**src/rtl/vga_sync_gen.sv**
```systemverilog
// rtl/vga_sync_gen.sv - VGA raster timing generator (hc/vc, syncs, display enable, strobes)
// All flags are decoded from the next counter values so they register in step with hc/vc.
module vga_sync_gen #(
  parameter int H_VISIBLE = 1024,
  parameter int H_FP      = 24,
  parameter int H_SYNC    = 136,
  parameter int H_BP      = 160,
  parameter int V_VISIBLE = 768,
  parameter int V_FP      = 3,
  parameter int V_SYNC    = 6,
  parameter int V_BP      = 29,
  parameter bit HSYNC_POL = 1'b0,
  parameter bit VSYNC_POL = 1'b0
) (
  input  logic        clk,
  input  logic        rst,
  input  logic        pix_ce,
  output logic [10:0] hc,
  output logic [10:0] vc,
  output logic        hsync,
  output logic        vsync,
  output logic        display_en,
  output logic        line_start,
  output logic        frame_start,
  output logic [7:0]  frame_cnt
);

  localparam int H_TOTAL = H_VISIBLE + H_FP + H_SYNC + H_BP;
  localparam int V_TOTAL = V_VISIBLE + V_FP + V_SYNC + V_BP;

  if (H_TOTAL > 2048) begin : g_h_total_chk
    $error("vga_sync_gen: H_TOTAL exceeds 2048");
  end
  if (V_TOTAL > 2048) begin : g_v_total_chk
    $error("vga_sync_gen: V_TOTAL exceeds 2048");
  end

  // 12-bit thresholds so a sync window ending exactly at 2048 still compares correctly
  localparam logic [11:0] H_LAST = 12'(H_TOTAL - 1);
  localparam logic [11:0] V_LAST = 12'(V_TOTAL - 1);
  localparam logic [11:0] H_VIS  = 12'(H_VISIBLE);
  localparam logic [11:0] V_VIS  = 12'(V_VISIBLE);
  localparam logic [11:0] HS_BEG = 12'(H_VISIBLE + H_FP);
  localparam logic [11:0] HS_END = 12'(H_VISIBLE + H_FP + H_SYNC);
  localparam logic [11:0] VS_BEG = 12'(V_VISIBLE + V_FP);
  localparam logic [11:0] VS_END = 12'(V_VISIBLE + V_FP + V_SYNC);

  logic [10:0] r_hc;
  logic [10:0] r_vc;
  logic        r_hsync;
  logic        r_vsync;
  logic        r_display_en;
  logic        r_line_start;
  logic        r_frame_start;
  logic [7:0]  r_frame_cnt;

  logic        w_h_last;
  logic        w_v_last;
  logic [10:0] w_hc_nxt;
  logic [10:0] w_vc_nxt;
  logic        w_hs_act;
  logic        w_vs_act;
  logic        w_de_nxt;

  always_comb begin
    w_h_last = ({1'b0, r_hc} == H_LAST);
    w_v_last = ({1'b0, r_vc} == V_LAST);
    w_hc_nxt = w_h_last ? 11'd0 : r_hc + 11'd1;
    w_vc_nxt = r_vc;
    if (w_h_last) begin
      w_vc_nxt = w_v_last ? 11'd0 : r_vc + 11'd1;
    end
    w_hs_act = ({1'b0, w_hc_nxt} >= HS_BEG) && ({1'b0, w_hc_nxt} < HS_END);
    w_vs_act = ({1'b0, w_vc_nxt} >= VS_BEG) && ({1'b0, w_vc_nxt} < VS_END);
    w_de_nxt = ({1'b0, w_hc_nxt} < H_VIS) && ({1'b0, w_vc_nxt} < V_VIS);
  end

  always_ff @(posedge clk) begin
    if (rst) begin
      r_hc          <= '0;
      r_vc          <= '0;
      r_hsync       <= ~HSYNC_POL;
      r_vsync       <= ~VSYNC_POL;
      r_display_en  <= 1'b1;
      r_line_start  <= 1'b0;
      r_frame_start <= 1'b0;
      r_frame_cnt   <= '0;
    end else if (pix_ce) begin
      r_hc          <= w_hc_nxt;
      r_vc          <= w_vc_nxt;
      r_hsync       <= w_hs_act ? HSYNC_POL : ~HSYNC_POL;
      r_vsync       <= w_vs_act ? VSYNC_POL : ~VSYNC_POL;
      r_display_en  <= w_de_nxt;
      r_line_start  <= w_h_last;
      r_frame_start <= w_h_last & w_v_last;
      r_frame_cnt   <= r_frame_cnt + {7'd0, w_h_last & w_v_last};
    end else begin
      r_line_start  <= 1'b0;
      r_frame_start <= 1'b0;
    end
  end

  assign hc          = r_hc;
  assign vc          = r_vc;
  assign hsync       = r_hsync;
  assign vsync       = r_vsync;
  assign display_en  = r_display_en;
  assign line_start  = r_line_start;
  assign frame_start = r_frame_start;
  assign frame_cnt   = r_frame_cnt;

endmodule
```
**config.mk**
```make
export PLATFORM = sky130hd
export DESIGN_NAME = vga_sync_gen
export DESIGN_NICKNAME = d
export VERILOG_FILES = /design/src/rtl/vga_sync_gen.sv
export SDC_FILE = /design/constraint.sdc
export NUM_CORES = 1
export LEC_CHECK = 0
export CORE_MARGIN = 4
export CORE_UTILIZATION = 53
export DETAILED_ROUTE_END_ITERATION = 10
export HOLD_SLACK_MARGIN = 0.12
export PLACE_DENSITY = 0.83
export REMOVE_ABC_BUFFERS = 1
export SETUP_SLACK_MARGIN = 0.1
export SLEW_MARGIN = 25
export SYNTH_ARGS = -nofsm -noshare
export SYNTH_HDL_FRONTEND = slang
export SYNTH_SLANG_ARGS = --single-unit
```
**constraint.sdc**
```tcl
create_clock -name clk -period 3.1 [get_ports clk]
set_input_delay 0.93 -clock clk [delete_from_list [all_inputs] [get_ports clk]]
set_output_delay 0.93 -clock clk [all_outputs]
set_load 0.005 [all_outputs]
```
==> results_dict.tcl, run 1 <==
set metrics [dict create \
    status "finished, final reports clean" \
    r2r_slack_ns 0.64 \
    first_pass_iters 5 \
    netlist_instances 272 \
    worstHoldPathCells 2 \
    ys_seq_area_share_pct 32.8 \
    fin_skew_ns 0.00332 \
    synth_ff_type "dfxtp_1" \
    post_cts_resized 0 \
    hold_class "reg -> reg" \
    die_h_um 71.5 \
    max_stage_delay_ns 0.54 \
    die_x_um 71.5 \
    hold_viol_final 0 \
    core-area_um2 3770 \
    avgViaCountPerCell 6.03 \
    place_hpwl_um 3600 \
    final_util_pct 68.6 \
    drv_slew 0 \
    cp_max_fo 9 \
    crit_family "simple AND/OR/NAND/NOR gates" \
    grt_max_degree 34 \
    fin_crit_sh_pct 79.5 \
    fmax_ghz 0.406 \
    p_switching_w 0.000190 \
    synth_edf_count 0 \
    drcViolationCount 0 \
    gp_congestion 0.859 \
    synth_common_cells "36 x nor2_1, 35 x dfxtp_1, 20 x a21oi_1" \
    ys_seq_elements 35 \
    critPathSlowestCell "dfxtp_1" \
    max_cap_violations 0 \
    clkTransAtPathRegs_ns 0.07 \
    yosysMostFrequentCell "nor2_1" \
    htreeDepth 2 \
    p_int_w 0.000629 \
    syn_area_um2 2140 \
    reg2reg_to "vsync" \
    syn2layout_area_growth_pct 20.9 \
    dp_slack_ns 0.504 \
    p_per_area_nw_per_um2 317 \
    holdCritStartpoint "hsync" \
    ys_warn_count 0 \
    postCtsSetupBuffers 0 \
    setup_slack_ns 0.636 \
    critPathBufInv 0 \
    antenna_found_initial 0 \
    routed_wl_um 5140 \
    grt_setup_unrepaired "false" \
    synth.area.top_cells "dfxtp_1 33%, nor2_1 6.3%, a21oi_1 4.7%" \
    synthArstFlopShare_pct 0 \
    worstSkewPairLatency_ns 0.28 \
    layout-drive-gt1-share_pct 6.29 \
    cts_root_buf "clkbuf_8" \
    cp_cell_sequence "ha_1 > and4_1 > nand4_1 > nor3_1 > xor2_1 > a2111oi_0 > a31oi_1" \
    synth_top_cell_area_share_pct 32.8 \
    die_area_um2 5110 \
    reg2reg_from "vc[0]" \
    arrival_ns 2.62 \
    initial_core_util_pct 56.7 \
    clkPwrFrac_pct 38.7 \
    min_period_ns 2.46 \
    cp-start-kind "flip-flop" \
    routedWlPerCell_um 14.7 \
    cts_tree "done" \
    yosysUniqueCellTypes 56 \
    initialDrtViolationCount 140 \
    cp_data_required_time_ns 3.26 \
    track_usage_pct 20.2 \
    core.rowCount 22 \
    yosysTopAreaCell "dfxtp_1" \
    fin_nets 310 \
    critPathKind "reg -> reg" \
    switching_share_pct 23.2 \
    worst_setup_path_end_kind "flip-flop" \
    grt_pass1_vias 1818 \
    num_antenna_cells 0 \
    r2r_cells 7 \
    vias 2110 \
    worstMarginPinSlew_ns 0.440 \
    final.setup.tns_ns 0 \
    final_antenna_net_count 0 \
    boundaryPins 38 \
    grt_pass1_wl_um 8400 \
    power_frac_seq_pct 56.2 \
    p_leak_nw 0.878 \
    globalRouteOverflowTotal 0 \
    setup_viol 0 \
    cts_buffer_depth 2 \
    max-slew-margin-rel_pct 69.9 \
    ir_drop_mv 0.270 \
    ctsHoldBuffers 0 \
    fill_cells 330 \
    cts_made_buffers 5 \
    p_comb_share_pct 5.1 \
    hold-path-endpoint "hsync" \
    cts_sinks 35 \
    portBuffers 37 \
    post_synth.cell_area_avg_um2 7.86 \
]
[placed cells by master (no fill, tap or decap), drive strengths merged, types with 2 or more instances in the layout]
cell and n:
xnor2 4, a41oi 3, o21ai 13, and2 3, nand2 19, a2111oi 2
nand3 10, or4 2, and4 3, a211oi 3, o22ai 2, clkdlybuf4s50 37
ha 6, o41ai 2, nor3b 3, nor4b 2, inv 4, o21a 2
nand4 14, and3 3, xor2 9, or3 6, clkbuf 7, mux2i 7
dfxtp 35, buf 7, nor2 36, a21oi 20, nor2b 4, clkinv 2
nor3 11, nor4 4
[through the flow]
stage	area (um^2)	hold WS (ns)	std cells	power [W]
2_1_floorplan	2020	0.448	250	0.000484
3_3_place_gp	2500	0.466	342	0.000512
3_5_place_dp	2500	0.470	342	0.000512
4_1_cts	2590	0.479	350	0.000827
5_1_grt	2590	0.509	350	0.000851
6_report	2590	0.477	350	0.000819
[cell families after synthesis]
family,count (synthesis),share of synthesized area [%]
AO/OA/AOI/OAI,58,17.4
XOR/XNOR,13,5.32
adder cells (fa/ha/maj),6,3.51
buffers and inverters,27,6.32
flip-flops,35,32.8
multiplexers,7,3.45
AND/OR/NAND/NOR,126,31.2
[worst min-delay path: stages (launching register included)]
cell and delay (ns):
dfxtp_1 0.32, o41ai_1 0.06, a32oi_1 0.05
[state kept, by name (all words and copies together) (netlist names)]
signal	flops
display_en	1
hsync	1
hc	11
line_start	1
frame_start	1
frame_cnt	8
vsync	1
vc	11
[power groups by stage]
stage / clock [W] / combinational (W) / sequential, W
after CTS: 0.000325 / 0.0000419 / 0.000460
after global placement: 0 / 0.0000412 / 0.000471
after detailed placement: 0 / 0.0000417 / 0.000471
after floorplan: 0 / 0.0000145 / 0.000469
after global routing: 0.000344 / 0.0000461 / 0.000461
final: 0.000317 / 0.0000421 / 0.000460
[per-layer routing]
| metal | wire [um] | share of wire [%] | GRT usage, % | up-vias |
|---|---|---|---|---|
| met3 | 291 | 5.7 | 4.21 | 11 |
| met2 | 2370 | 46 | 31.3 | 65 |
| met4 | 104 | 2.0 | 7.72 | 0 |
| met5 | 0 | 0 | 0 | - |
| met1 | 2370 | 46 | 27.4 | 989 |
| li1 | - | - | - | 1045 |
[worst max-delay path by stage]
| stage | startpoint | end | depth (start not counted) |
|---|---|---|---|
| CTS | vc[0] | vsync | 7 |
| finish | vc[0] | vsync | 7 |
| global route | vc[0] | vsync | 7 |
| floorplan | vc[0] | frame_cnt[7] | 9 |
| global placement | pix_ce | vc[4] | 7 |
| detailed placement | pix_ce | vc[4] | 7 |
[area by class of cell]
| type | instances | area (um^2) | area share [%] |
|---|---|---|---|
| multi-input cells | 210 | 1300 | 50.4 |
| flip-flops and latches | 35 | 701 | 27.1 |
| repair buffers | 44 | 423 | 16.4 |
| clock buffers | 7 | 76.3 | 2.95 |
| well taps | 48 | 60.1 | 2.32 |
| inverters | 5 | 18.8 | 0.726 |
| clock inverters | 1 | 5.00 | 0.194 |
No activity file was read; power rests on OpenSTA's default activity.
==> run 2, diff against run 1 <==
clock period = 2.35 ns   (was 3.1 ns; I/O delays follow)
==> run 2 against run 1 <==
Critical path type unchanged. First-iteration DRC count rose by 26%. Highest routed layer unchanged. Design area rose by 7.1%. Sequential share of layout area fell by 1.6 points.
==> results_dict.tcl, run 2 (synthesis results as in run 1) <==
set metrics [dict create \
    grt_use_met1_pct 29.5 \
    ctsHoldBuffers 0 \
    grt_busiest_layer "met2" \
    portBuffers 37 \
    layout-drive-gt1-share_pct 13.8 \
    grt_pass1_vias 1958 \
    worstHoldPathCells 2 \
    drcViolationCount 0 \
    place_hpwl_um 3830 \
    max-slew-margin-rel_pct 71.2 \
    cts_tree "done" \
    die_x_um 71.5 \
    clkTransAtPathRegs_ns 0.07 \
    first_pass_iters 5 \
    r2r_slack_ns 0.23 \
    track_usage_pct 21.3 \
    max_stage_delay_ns 0.39 \
    core.rowCount 22 \
    hold_class "reg -> reg" \
    boundaryPins 38 \
    p_per_area_nw_per_um2 429 \
    use_met2_pct 31.6 \
    die_h_um 71.5 \
    cp-start-kind "flip-flop" \
    fill_cells 303 \
    reg2reg_from "hc[3]" \
    setup_viol 0 \
    arrival_ns 2.34 \
    cp_max_fo 8 \
    min_period_ns 2.12 \
    worstSkewPairLatency_ns 0.29 \
    worstMarginPinSlew_ns 0.428 \
    critPathSlowestCell "or3_1" \
    cp_data_required_time_ns 2.57 \
    final.setup.tns_ns 0 \
    cts_root_buf "clkbuf_8" \
    htreeDepth 2 \
    vias 2206 \
    startpoint "hc[3]" \
    antenna_found_initial 0 \
    p_leak_nw 0.984 \
    final_antenna_net_count 0 \
    final_common_cell "clkdlybuf4s50_1" \
    hold-path-endpoint "hsync" \
    routedWlPerCell_um 14.8 \
    num_antenna_cells 0 \
    grt_pass1_wl_um 8960 \
    cts_made_buffers 5 \
    routed_wl_um 5430 \
    die_area_um2 5110 \
    hold_viol_final 0 \
    grt_max_degree 34 \
    fmax_ghz 0.472 \
    ir_drop_mv 0.461 \
    holdWs_ns 0.478 \
    critPathKind "reg -> reg" \
    status "finished, final reports clean" \
    initialDrtViolationCount 176 \
    fin_skew_ns 0.00841 \
    grt_setup_unrepaired "false" \
    fin_nets 328 \
    cts_buffer_depth 2 \
    cts_sinks 35 \
    cp_cell_sequence "and4_2 > and4_4 > nand2_1 > inv_1 > ha_1 > nand4_1 > or3_1 > a21oi_1" \
    worst_setup_path_end_kind "flip-flop" \
    drv_slew 0 \
    reg2reg_to "frame_cnt[7]" \
    final_cell_mix "37 x clkdlybuf4s50_1, 36 x nor2_1, 32 x dfxtp_1" \
    fin_crit_sh_pct 90.1 \
    initial_core_util_pct 56.7 \
    holdCritStartpoint "hsync" \
    core-area_um2 3770 \
    syn2layout_area_growth_pct 29.5 \
    globalRouteOverflowTotal 0 \
    max_cap_violations 0 \
    r2r_cells 8 \
    met3_usage_pct 4.21 \
    avgViaCountPerCell 6.01 \
    gp_congestion 0.934 \
]
[run 2: report_power, final]
| group | internal, W | switching (W) | leakage [nW] |
|---|---|---|---|
| Sequential | 0.000596 | 0.00000419 | 0.285 |
| Clock | 0.000311 | 0.000208 | 0.0513 |
| Combinational | 0.0000294 | 0.0000399 | 0.648 |
| Total | 0.000937 | 0.000252 | 0.984 |
[run 2: layer usage]
layer | up-vias | routed length (um)
met4 | 0 | 138
li1 | 1081 | -
met3 | 14 | 368
met1 | 1016 | 2480
met5 | - | 0
met2 | 95 | 2450
[run 2: critical path, delay by kind of cell, from the launching register on]
kind                     cells  cell delay, ns
adder cells (fa/ha/maj)      1            0.17
AO/OA/AOI/OAI                1            0.14
AND/OR/NAND/NOR              5            1.31
buffers and inverters        1            0.09
flip-flops                   1            0.34
[run 2: timing repair]
action	CTS	global route
cloned	0	0
buffers inserted	0	1
setup endpoints to repair	1	5
gates resized for setup	1	8
[run 2: metrics by stage]
step                      setup WS [ns]  instance area, um^2  power, W  cells  utilization (%)
after floorplan                   0.108                 2020  0.000638    250                -
after global placement           0.0546                 2630  0.000681    359             69.8
after detailed placement         0.0219                 2630  0.000682    359             69.8
after CTS                         0.104                 2740   0.00119    366             72.6
after global routing              0.101                 2770   0.00122    367             73.5
final                             0.232                 2770   0.00119    367             73.5
[run 2: final cells by class]
| class | instances | area [um^2] | share of cell area [%] |
|---|---|---|---|
| Multi-Input combinational cell | 210 | 1320 | 47.8 |
| Sequential cell | 35 | 707 | 25.5 |
| Timing Repair Buffer | 62 | 558 | 20.1 |
| Clock buffer | 6 | 72.6 | 2.62 |
| Tap cell | 48 | 60.1 | 2.17 |
| Clock inverter | 1 | 30.0 | 1.08 |
| Inverter | 5 | 18.8 | 0.678 |
[run 2: worst max-delay path by stage]
stage / slack (ns) / to
final: 0.23 / frame_cnt[7]
after global placement: 0.05 / vc[7]
after floorplan: 0.11 / frame_cnt[7]
after global routing: 0.10 / frame_cnt[7]
after CTS: 0.10 / frame_cnt[7]
after detailed placement: 0.02 / vc[4]
==> run 3, diff against run 2 <==
ABC_CLOCK_PERIOD_IN_PS = 2350   (was unset)
==> results of run 3 <==
The final DEF is identical to that of run 2; final timing and power are the same.
